--- config.mk ---
export PLATFORM = sky130hd
export DESIGN_NAME = wb_sequencer
export DESIGN_NICKNAME = d
export VERILOG_FILES = /design/src/rtl/wb_pkg.sv /design/src/rtl/wb_fifo_mem.sv /design/src/rtl/wb_sequencer.sv
export SDC_FILE = /design/constraint.sdc
export NUM_CORES = 1
export LEC_CHECK = 0
export BUFFER_PORTS_ARGS = -buffer_cell sky130_fd_sc_hd__buf_2
export CELL_PAD_IN_SITES_DETAIL_PLACEMENT = 0
export CELL_PAD_IN_SITES_GLOBAL_PLACEMENT = 1
export CORE_MARGIN = 4
export CORE_UTILIZATION = 47
export CTS_BUF_LIST = sky130_fd_sc_hd__clkbuf_4 sky130_fd_sc_hd__clkbuf_8
export DETAILED_ROUTE_END_ITERATION = 12
export PLACE_DENSITY_LB_ADDON = 0.25
export SYNTH_ARGS = -nofsm -noshare
export SYNTH_HDL_FRONTEND = slang
export SYNTH_SLANG_ARGS = --single-unit
--- constraint.sdc ---
create_clock -name clk -period 9.93 [get_ports clk]
set_clock_uncertainty 0.1 [all_clocks]
set_input_delay 0 -clock clk [delete_from_list [all_inputs] [get_ports clk]]
set_output_delay 0 -clock clk [all_outputs]
set_load 0.02 [all_outputs]
--- src/rtl/wb_pkg.sv ---
// Shared widths, default depth and the packed writeback packet carried by wb_sequencer.
package wb_pkg;

    localparam int unsigned NumLanes     = 4;
    localparam int unsigned RegDataW     = 64;
    localparam int unsigned RegAddrW     = 3;
    localparam int unsigned SegDataW     = 16;
    localparam int unsigned SegAddrW     = 3;
    localparam int unsigned OpSizeW      = 2;
    localparam int unsigned PtcIdW       = 7;
    localparam int unsigned DefaultDepth = 4;

    // Lane n of each multi-lane field occupies the n-th slice, lane 0 at the LSBs.
    typedef struct packed {
        logic [NumLanes*RegDataW-1:0] regdata;
        logic [NumLanes*RegAddrW-1:0] regaddr;
        logic [NumLanes-1:0]          regld;
        logic [OpSizeW-1:0]           opsize;
        logic [NumLanes*SegDataW-1:0] segdata;
        logic [NumLanes*SegAddrW-1:0] segaddr;
        logic [NumLanes-1:0]          segld;
        logic [PtcIdW-1:0]            ptcid;
    } wb_pkt_t;

    localparam int unsigned PktW = $bits(wb_pkt_t);

endpackage

--- src/rtl/wb_fifo_mem.sv ---
// Packet storage for wb_sequencer: Depth entries, one write port, one asynchronous read port.
module wb_fifo_mem
    import wb_pkg::*;
#(
    parameter int unsigned Depth = DefaultDepth,
    localparam int unsigned AddrW = $clog2(Depth)
) (
    input  logic             clk_i,
    input  logic             we_i,
    input  logic [AddrW-1:0] waddr_i,
    input  wb_pkt_t          wdata_i,
    input  logic [AddrW-1:0] raddr_i,
    output wb_pkt_t          rdata_o
);

    wb_pkt_t mem_q [Depth];
    wb_pkt_t mem_d [Depth];

    always_comb begin
        mem_d = mem_q;
        if (we_i) begin
            mem_d[waddr_i] = wdata_i;
        end
    end

    // Contents are never reset; occupancy is tracked by the sequencer.
    always_ff @(posedge clk_i) begin
        mem_q <= mem_d;
    end

    assign rdata_o = mem_q[raddr_i];

endmodule

--- src/rtl/wb_sequencer.sv ---
// In-order writeback packet FIFO; the head is popped every cycle it is valid.
// Define WB_BYPASS_EN to forward a push into an empty FIFO straight to wb_* in the same cycle.
module wb_sequencer
    import wb_pkg::*;
#(
    parameter int unsigned DEPTH = DefaultDepth,
    localparam int unsigned PtrW = $clog2(DEPTH),
    localparam int unsigned CntW = $clog2(DEPTH) + 1
) (
    input  logic                         clk,
    input  logic                         clr,
    input  logic                         in_valid,
    output logic                         in_ready,
    input  logic [NumLanes*RegDataW-1:0] in_regdata,
    input  logic [NumLanes*RegAddrW-1:0] in_regaddr,
    input  logic [NumLanes-1:0]          in_regld,
    input  logic [OpSizeW-1:0]           in_opsize,
    input  logic [NumLanes*SegDataW-1:0] in_segdata,
    input  logic [NumLanes*SegAddrW-1:0] in_segaddr,
    input  logic [NumLanes-1:0]          in_segld,
    input  logic [PtcIdW-1:0]            in_ptcid,
    input  logic                         flush,
    output logic [RegDataW-1:0]          wb_data1,
    output logic [RegDataW-1:0]          wb_data2,
    output logic [RegDataW-1:0]          wb_data3,
    output logic [RegDataW-1:0]          wb_data4,
    output logic [RegAddrW-1:0]          wb_addr1,
    output logic [RegAddrW-1:0]          wb_addr2,
    output logic [RegAddrW-1:0]          wb_addr3,
    output logic [RegAddrW-1:0]          wb_addr4,
    output logic [SegDataW-1:0]          wb_segdata1,
    output logic [SegDataW-1:0]          wb_segdata2,
    output logic [SegDataW-1:0]          wb_segdata3,
    output logic [SegDataW-1:0]          wb_segdata4,
    output logic [SegAddrW-1:0]          wb_segaddr1,
    output logic [SegAddrW-1:0]          wb_segaddr2,
    output logic [SegAddrW-1:0]          wb_segaddr3,
    output logic [SegAddrW-1:0]          wb_segaddr4,
    output logic [OpSizeW-1:0]           wb_opsize,
    output logic [NumLanes-1:0]          wb_regld,
    output logic [NumLanes-1:0]          wb_segld,
    output logic [PtcIdW-1:0]            wb_inst_ptcid,
    output logic [CntW-1:0]              count
);

    logic [PtrW-1:0] wptr_q, wptr_d;
    logic [PtrW-1:0] rptr_q, rptr_d;
    logic [CntW-1:0] count_q, count_d;

    wb_pkt_t in_pkt;
    wb_pkt_t head_pkt;
    wb_pkt_t out_pkt;

    logic push;
    logic pop;
    logic store;
    logic empty;

    assign in_pkt = '{
        regdata: in_regdata,
        regaddr: in_regaddr,
        regld:   in_regld,
        opsize:  in_opsize,
        segdata: in_segdata,
        segaddr: in_segaddr,
        segld:   in_segld,
        ptcid:   in_ptcid
    };

    assign empty    = (count_q == '0);
    assign in_ready = (count_q != CntW'(DEPTH));
    assign push     = in_valid && in_ready && !flush && clr;
    assign pop      = !empty;

`ifdef WB_BYPASS_EN
    // A packet forwarded from an empty FIFO has already been written back.
    assign store = push && !empty;
`else
    assign store = push;
`endif

    always_comb begin
        wptr_d  = wptr_q;
        rptr_d  = rptr_q;
        count_d = count_q;
        if (flush) begin
            wptr_d  = '0;
            rptr_d  = '0;
            count_d = '0;
        end else begin
            if (store) begin
                wptr_d = wptr_q + PtrW'(1);
            end
            if (pop) begin
                rptr_d = rptr_q + PtrW'(1);
            end
            count_d = count_q + CntW'(store) - CntW'(pop);
        end
    end

    always_ff @(posedge clk) begin
        if (!clr) begin
            wptr_q  <= '0;
            rptr_q  <= '0;
            count_q <= '0;
        end else begin
            wptr_q  <= wptr_d;
            rptr_q  <= rptr_d;
            count_q <= count_d;
        end
    end

    wb_fifo_mem #(
        .Depth (DEPTH)
    ) u_mem (
        .clk_i   (clk),
        .we_i    (store),
        .waddr_i (wptr_q),
        .wdata_i (in_pkt),
        .raddr_i (rptr_q),
        .rdata_o (head_pkt)
    );

    always_comb begin
        out_pkt = '0;
        if (!empty) begin
            out_pkt = head_pkt;
        end
`ifdef WB_BYPASS_EN
        else if (push) begin
            out_pkt = in_pkt;
        end
`endif
    end

    assign wb_data1      = out_pkt.regdata[0*RegDataW +: RegDataW];
    assign wb_data2      = out_pkt.regdata[1*RegDataW +: RegDataW];
    assign wb_data3      = out_pkt.regdata[2*RegDataW +: RegDataW];
    assign wb_data4      = out_pkt.regdata[3*RegDataW +: RegDataW];
    assign wb_addr1      = out_pkt.regaddr[0*RegAddrW +: RegAddrW];
    assign wb_addr2      = out_pkt.regaddr[1*RegAddrW +: RegAddrW];
    assign wb_addr3      = out_pkt.regaddr[2*RegAddrW +: RegAddrW];
    assign wb_addr4      = out_pkt.regaddr[3*RegAddrW +: RegAddrW];
    assign wb_segdata1   = out_pkt.segdata[0*SegDataW +: SegDataW];
    assign wb_segdata2   = out_pkt.segdata[1*SegDataW +: SegDataW];
    assign wb_segdata3   = out_pkt.segdata[2*SegDataW +: SegDataW];
    assign wb_segdata4   = out_pkt.segdata[3*SegDataW +: SegDataW];
    assign wb_segaddr1   = out_pkt.segaddr[0*SegAddrW +: SegAddrW];
    assign wb_segaddr2   = out_pkt.segaddr[1*SegAddrW +: SegAddrW];
    assign wb_segaddr3   = out_pkt.segaddr[2*SegAddrW +: SegAddrW];
    assign wb_segaddr4   = out_pkt.segaddr[3*SegAddrW +: SegAddrW];
    assign wb_opsize     = out_pkt.opsize;
    assign wb_regld      = out_pkt.regld;
    assign wb_segld      = out_pkt.segld;
    assign wb_inst_ptcid = out_pkt.ptcid;
    assign count         = count_q;

endmodule

# After elaboration in Yosys (flattened, before gate mapping)
# Index checks and enable logic that the tools add are counted.
[classes]
shift = 0
bitwise = 3
n_div = 0
n_mul = 0
n_lt_le_gt_ge = 3
addsub = 4
n_reduce_logical = 8
eq_ne = 1
n_mux = 7
[op_table]
columns = ["operator", "n"]
rows = [
  ["$bwmux 1444", 1],
  ["$mux 361", 4],
  ["$bmux 361 s2", 1],
  ["$demux 361 s2", 1],
  ["$ge 3x3->1 const B", 2],
  ["$not 2->3", 2],
  ["$add 2x1->2 const B", 2],
  ["$logic_and 1x1->1", 4],
  ["$add 3x1->3", 1],
  ["$logic_not 3->1", 1],
  ["$lt 3x1->1 const B", 1],
  ["$ne 3x3->1 const B", 1],
  ["$sub 3x1->3", 1],
  ["$logic_not 1->1", 2],
  ["$reduce_or 2->1", 1],
  ["$not 1->1", 1],
]
[word_totals]
reg_bits = 1451
mem_count = 0
ramBits = 0
latchBits = 0
mem_bits_ro = 0
output_inout_bits = 365
in_bits = 365

# Depth between registers and ports, before layout
[depth]
depth_word = 6
ltp_mapped = 11

# By module
# From an unflattened synthesis, not the netlist that was laid out.
[hier_totals]
hier_cells = 2328
area_unflattened_um2 = 54940.2
[modules_own_cells]
columns = ["mod", "area_per_inst_um2", "cells_each", "n_inst"]
rows = [
  ["wb_fifo_mem", 52120.0, 1889, 1],
  ["wb_sequencer", 2820.2, 439, 1],
]

# Worst setup path before layout
# Ideal clock, no wire load.
[synth_timing]
path_kind = "flip-flop to flip-flop"
startpoint = "register count_q[1], in the netlist count[1]"
endpoint = "register u_mem.mem_q[0] (netlist name) (enable)"
stages_incl_launch_ff = 5
t_arrival_ns = 9.333
required_ns = 9.059
path_buffers = 1
setup_slack_ns = -0.274
cell_sequence = "dfxtp_1 -> or3b_2 -> and3_1 -> clkbuf_1 -> and2_1"
[synth_between]
elab_chain_cells = 4
[synth_lines]
columns = ["element", "line", "source"]
rows = [
  ["from (decl)", "wb_sequencer.sv:48", "logic [CntW-1:0] count_q, count_d;"],
  ["from (signal assigned)", "wb_sequencer.sv:109", "count_q <= count_d;"],
  ["$ne 3x3->1", "wb_sequencer.sv:71", "assign in_ready = (count_q != CntW'(DEPTH));"],
  ["via in_ready", "wb_sequencer.sv:13", "output logic in_ready,"],
  ["$logic_and 1x1->1 (3 in series)", "wb_sequencer.sv:72", "assign push = in_valid && in_ready && !flush && clr;"],
  ["to (signal assigned)", "wb_fifo_mem.sv:28", "mem_q <= mem_d;"],
  ["to (decl)", "wb_fifo_mem.sv:16", "wb_pkt_t mem_q [Depth];"],
]
# The timed path passes the listed nets, and every way through them passes these cells.
# A chain may end at the register's enable or synchronous reset.

# Final worst setup path
[layout_timing]
startpoint = "register rptr_q[0]"
endpoint = "output port wb_data3[29]"
[layout_between]
elab_chain_cells = 5
[layout_lines]
columns = ["element", "line", "source"]
rows = [
  ["from (decl)", "wb_sequencer.sv:47", "logic [PtrW-1:0] rptr_q, rptr_d;"],
  ["from (signal assigned)", "wb_sequencer.sv:108", "rptr_q <= rptr_d;"],
  ["$not 2->3 (implied by the code)", "wb_fifo_mem.sv:31", "assign rdata_o = mem_q[raddr_i];"],
  ["$bmux 361 s2", "wb_fifo_mem.sv:31", ""],
  ["$mux 361 (implied by the code) (2 in series)", "wb_fifo_mem.sv:31", ""],
  ["$mux 361", "wb_sequencer.sv:126", "if (!empty) begin"],
  ["to (decl)", "wb_sequencer.sv:25", "output logic [RegDataW-1:0] wb_data3,"],
]
# No other way between the ends. The select of a mux whose other input is x is not followed.

==> reports/qor.log <==
[power] areal power density over the cells 219 nW/µm²
[setup_path] number of cells traversed by the worst register-to-register path 5
[floorplan] IO Count 730
[synth] post-synth cell types 26
[drt] average wire per standard cell 22.6 µm
[clock_network] CTS clk-pin slew, worst paths 0.07 ns
[setup_path] WP data arrival 4.53 ns
[sta] transition time at the pin with the least slew margin 1.09 ns
[setup_path] Setup CP Type reg2out
[sta] least setup slack across all paths after layout 5.30 ns
[power] Clk pwr share 0.301
[setup_path] Critical Path Stages 5
[setup_path] Reg-to-Reg End u_mem.mem_q[440]
[synth] Post-Syn Instances 2333
[sta] worst hold slack 0.354 ns
[setup_path] start point of the critical path rptr_q[0]
[synth] FF+latch count, synth 1451
[setup_path] cell with the largest stage delay on the worst path sky130_fd_sc_hd__dfxtp_4
[cells_and_area] proportion of layout cells with a drive suffix above 1 0.356
[placed_design] # port buffers 729
[clock_network] htree depth 4
[cells_and_area] final standard cell area without fillers 71700 µm²
[power] standby leakage power 24.9 nW
[drt] average vias per placed instance 5.20
[clock_network] maximum count of clock buffers along a single path 3
[cells_and_area] # fillers 8053
[synth] cell area after technology mapping 54800 µm²
[floorplan] Placement Rows 124
[setup_path] crit path capture type primary output
[clock_network] sinks on the clock net 1451
[power] combinational share of power 0.257
[sta] Period minus WS final 4.63 ns
[cells_and_area] utilization after layout 0.624
[sta] Max Clk Rate 0.216 GHz
[synth] number of synthesized flops with an enable pin 1444
[setup_path] register-to-register setup slack 5.83 ns
[cells_and_area] commonest non-fill, non-tap cell in the layout sky130_fd_sc_hd__edfxtp_1
[grt] largest net degree at the start of global routing 194
[setup_path] Worst Path Buf+Inv 3
[synth] Yosys top cell area share 0.791
[placed_design] post-detail-place hpwl 73.5 mm
[setup_path] category of the worst setup path launch point register
[power] switching power 4.70 mW
[grt] Overflow after GRT 0
[synth] cell type contributing the most total cell area after synthesis sky130_fd_sc_hd__edfxtp_1
[sta] setup repair after global routing missed its margin false
[sta] hold violation count in the final report 0
[floorplan] placeable core area 115000 µm²
[setup_path] largest fanout on the critical path 98
[synth] synth top area cells sky130_fd_sc_hd__edfxtp_1, sky130_fd_sc_hd__mux4_2, sky130_fd_sc_hd__and2_1
[drt] number of optimization iterations in the first detailed-route pass 5
[clock_network] TritonCTS clock tree yes
[setup_path] cells along the critical path buf_4 > buf_12 > mux4_2 > and2_1 > buf_2
[drt] total via count in the routed design 29200
[setup_path] Worst Setup EP wb_data3[29]
[setup_path] critical register-to-register path startpoint count[1]
[sta] final slew viol count 0
[synth] Mean Syn Cell Area 23.5 µm²
[synth] Net Count, Synth 2705
[clock_network] clock tree root driver cell sky130_fd_sc_hd__clkbuf_8
[grt] wire length of the first global-routing pass 192 mm
[placed_design] instance count after placement with tap cells included 4474
[power] Tot Pwr 15.7 mW
[cells_and_area] total number of nets in the final design 4288
[power] maximum vdd ir drop 345 µV
[drt] count of unresolved DRC violations after routing 0
[sta] relative slew slack 0.273
[floorplan] vertical extent of the die 349 µm
[setup_path] Slowest Stage Delay on Critical Path 0.93 ns
[placed_design] worst slack after detailed placement 5.85 ns
[placed_design] weighted congestion at the end of routability-driven global placement 0.798
[status] status completed
[hold_path] HP Class in2reg
[floorplan] Die Outline Area 122000 µm²
[clock_network] post-cts repair resize count 0
[drt] antenna violation net count after detailed routing 0
[clock_network] hold buffer count at cts 732
[cells_and_area] fin cells 5616
[synth] sequential element share of the synthesized area 0.794
[grt] initial antenna violation count 23
[placed_design] Cell Area, Placed 60100 µm²
[cells_and_area] Synth-to-Final Area Change 30.8%
[clock_network] TritonCTS buffer count 220
[clock_network] source-to-sink clock delay at the later pin of the worst-skew pair 0.86 ns
[sta] Fin Setup TNS 0 ns
[synth] Ys Warns 0
[drt] final routed wirelength across all metal layers 127 mm
[job] count of max-cap constraint violations 0
[power] register share of total power 0.442
[sta] period utilisation layout 0.467
[power] sw frac 0.299
[drt] DRT iter0 DRCs 1802
[clock_network] Post-CTS Setup Repair Bufs 0
[sta] final setup fails 0
[synth] share of flip-flops with an asynchronous set or reset after synthesis 0
[synth] commonest register cell after synthesis sky130_fd_sc_hd__edfxtp_1
[floorplan] starting utilization of the core area 0.477
[grt] via count of the first global-routing pass 31700
[floorplan] horizontal extent of the die 349 µm
[grt] global-route usage over all layers 0.207
[cells_and_area] highest-count cells in the layout ignoring fill and taps sky130_fd_sc_hd__edfxtp_1, sky130_fd_sc_hd__dlygate4sd3_1, sky130_fd_sc_hd__buf_2, sky130_fd_sc_hd__and2_1, sky130_fd_sc_hd__mux4_2
[power] internal power 11.0 mW
[setup_path] data required time at the worst endpoint 9.83 ns
[setup_path] cell family with most CP delay buffers and inverters
[power by group through the flow]
| stage | Combinational, mW | Clock (mW) | Sequential, mW |
|---|---|---|---|
| after global routing | 4.31 | 5.17 | 6.96 |
| after global placement | 3.86 | 0 | 7.07 |
| after floorplan | 2.50 | 0 | 7.05 |
| after CTS | 4.12 | 4.86 | 6.95 |
| final | 4.05 | 4.73 | 6.95 |
| after detailed placement | 3.87 | 0 | 7.08 |
[state kept, by name, summed over array words and instances, names as in the netlist]
register     flops
u_mem.mem_q   1444
count            3
rptr_q           2
wptr_q           2
[tightest hold or removal path: stages]
cell and delay (ns):
sky130_fd_sc_hd__dlygate4sd3_1 0.51, sky130_fd_sc_hd__buf_2 0.09, sky130_fd_sc_hd__dlygate4sd3_1 0.59
[how the worst min path moves through the flow]
stage / startpoint / end / slack (ns) / depth (start not counted)
finish: in_segld[0] / u_mem.mem_q[1090] / 0.35 / 3
global route: in_segld[0] / u_mem.mem_q[729] / 0.28 / 3
CTS: in_regdata[231] / u_mem.mem_q[697] / 0.20 / 3
detailed placement: in_regdata[196] / u_mem.mem_q[1384] / 0.12 / 1
global placement: in_regdata[246] / u_mem.mem_q[1434] / 0.11 / 1
floorplan: in_ptcid[0] / u_mem.mem_q[0] / -0.001 / 0
[cells in the mapped netlist (2+ instances only)]
library cell and instances:
sky130_fd_sc_hd__edfxtp_1 1444, sky130_fd_sc_hd__and2_1 367, sky130_fd_sc_hd__mux4_2 361, sky130_fd_sc_hd__clkbuf_1 58
sky130_fd_sc_hd__buf_2 35, sky130_fd_sc_hd__buf_4 14, sky130_fd_sc_hd__buf_6 9, sky130_fd_sc_hd__dfxtp_1 7
sky130_fd_sc_hd__inv_1 7, sky130_fd_sc_hd__buf_1 6, sky130_fd_sc_hd__ha_1 6, sky130_fd_sc_hd__nor2_1 3
sky130_fd_sc_hd__nand2_1 2, sky130_fd_sc_hd__xnor2_1 2
[layout make-up]
class | count | area, µm² | share of cell area
flip-flops and latches | 1451 | 43500 | 0.607
multi-input cells | 753 | 10700 | 0.149
inverters | 7 | 26.3 | 0.000367
repair buffers | 1483 | 11300 | 0.158
clock buffers | 307 | 3720 | 0.0520
diodes | 18 | 45.0 | 0.000628
well taps | 1512 | 1890 | 0.0264
clock inverters | 85 | 536 | 0.00747
[per-layer routing]
metal / global-route usage / vias to the layer above / share of wire / wire, µm
met4: 0.0756 / 18 / 0.029 / 3710
met5: 0 / - / 0.00093 / 118
li1: - / 12800 / - / -
met3: 0.0598 / 209 / 0.081 / 10300
met1: 0.260 / 15100 / 0.38 / 48700
met2: 0.347 / 1055 / 0.51 / 64400
[kinds of logic (layout without fill, tap and decap cells)]
family | count (synthesis) | in the layout | share of synthesized area
AOI/OAI and AO/OA | 2 | 2 | 0.000297
xor gates and xnor gates | 3 | 3 | 0.000480
other | 0 | 18 | 0
muxes | 362 | 362 | 0.149
adders and majority gates | 7 | 7 | 0.00174
DFF | 1451 | 1451 | 0.794
and+or+nand+nor | 379 | 379 | 0.0431
buffers and inverters | 129 | 1882 | 0.0118
(Power assumes the default switching activity.)
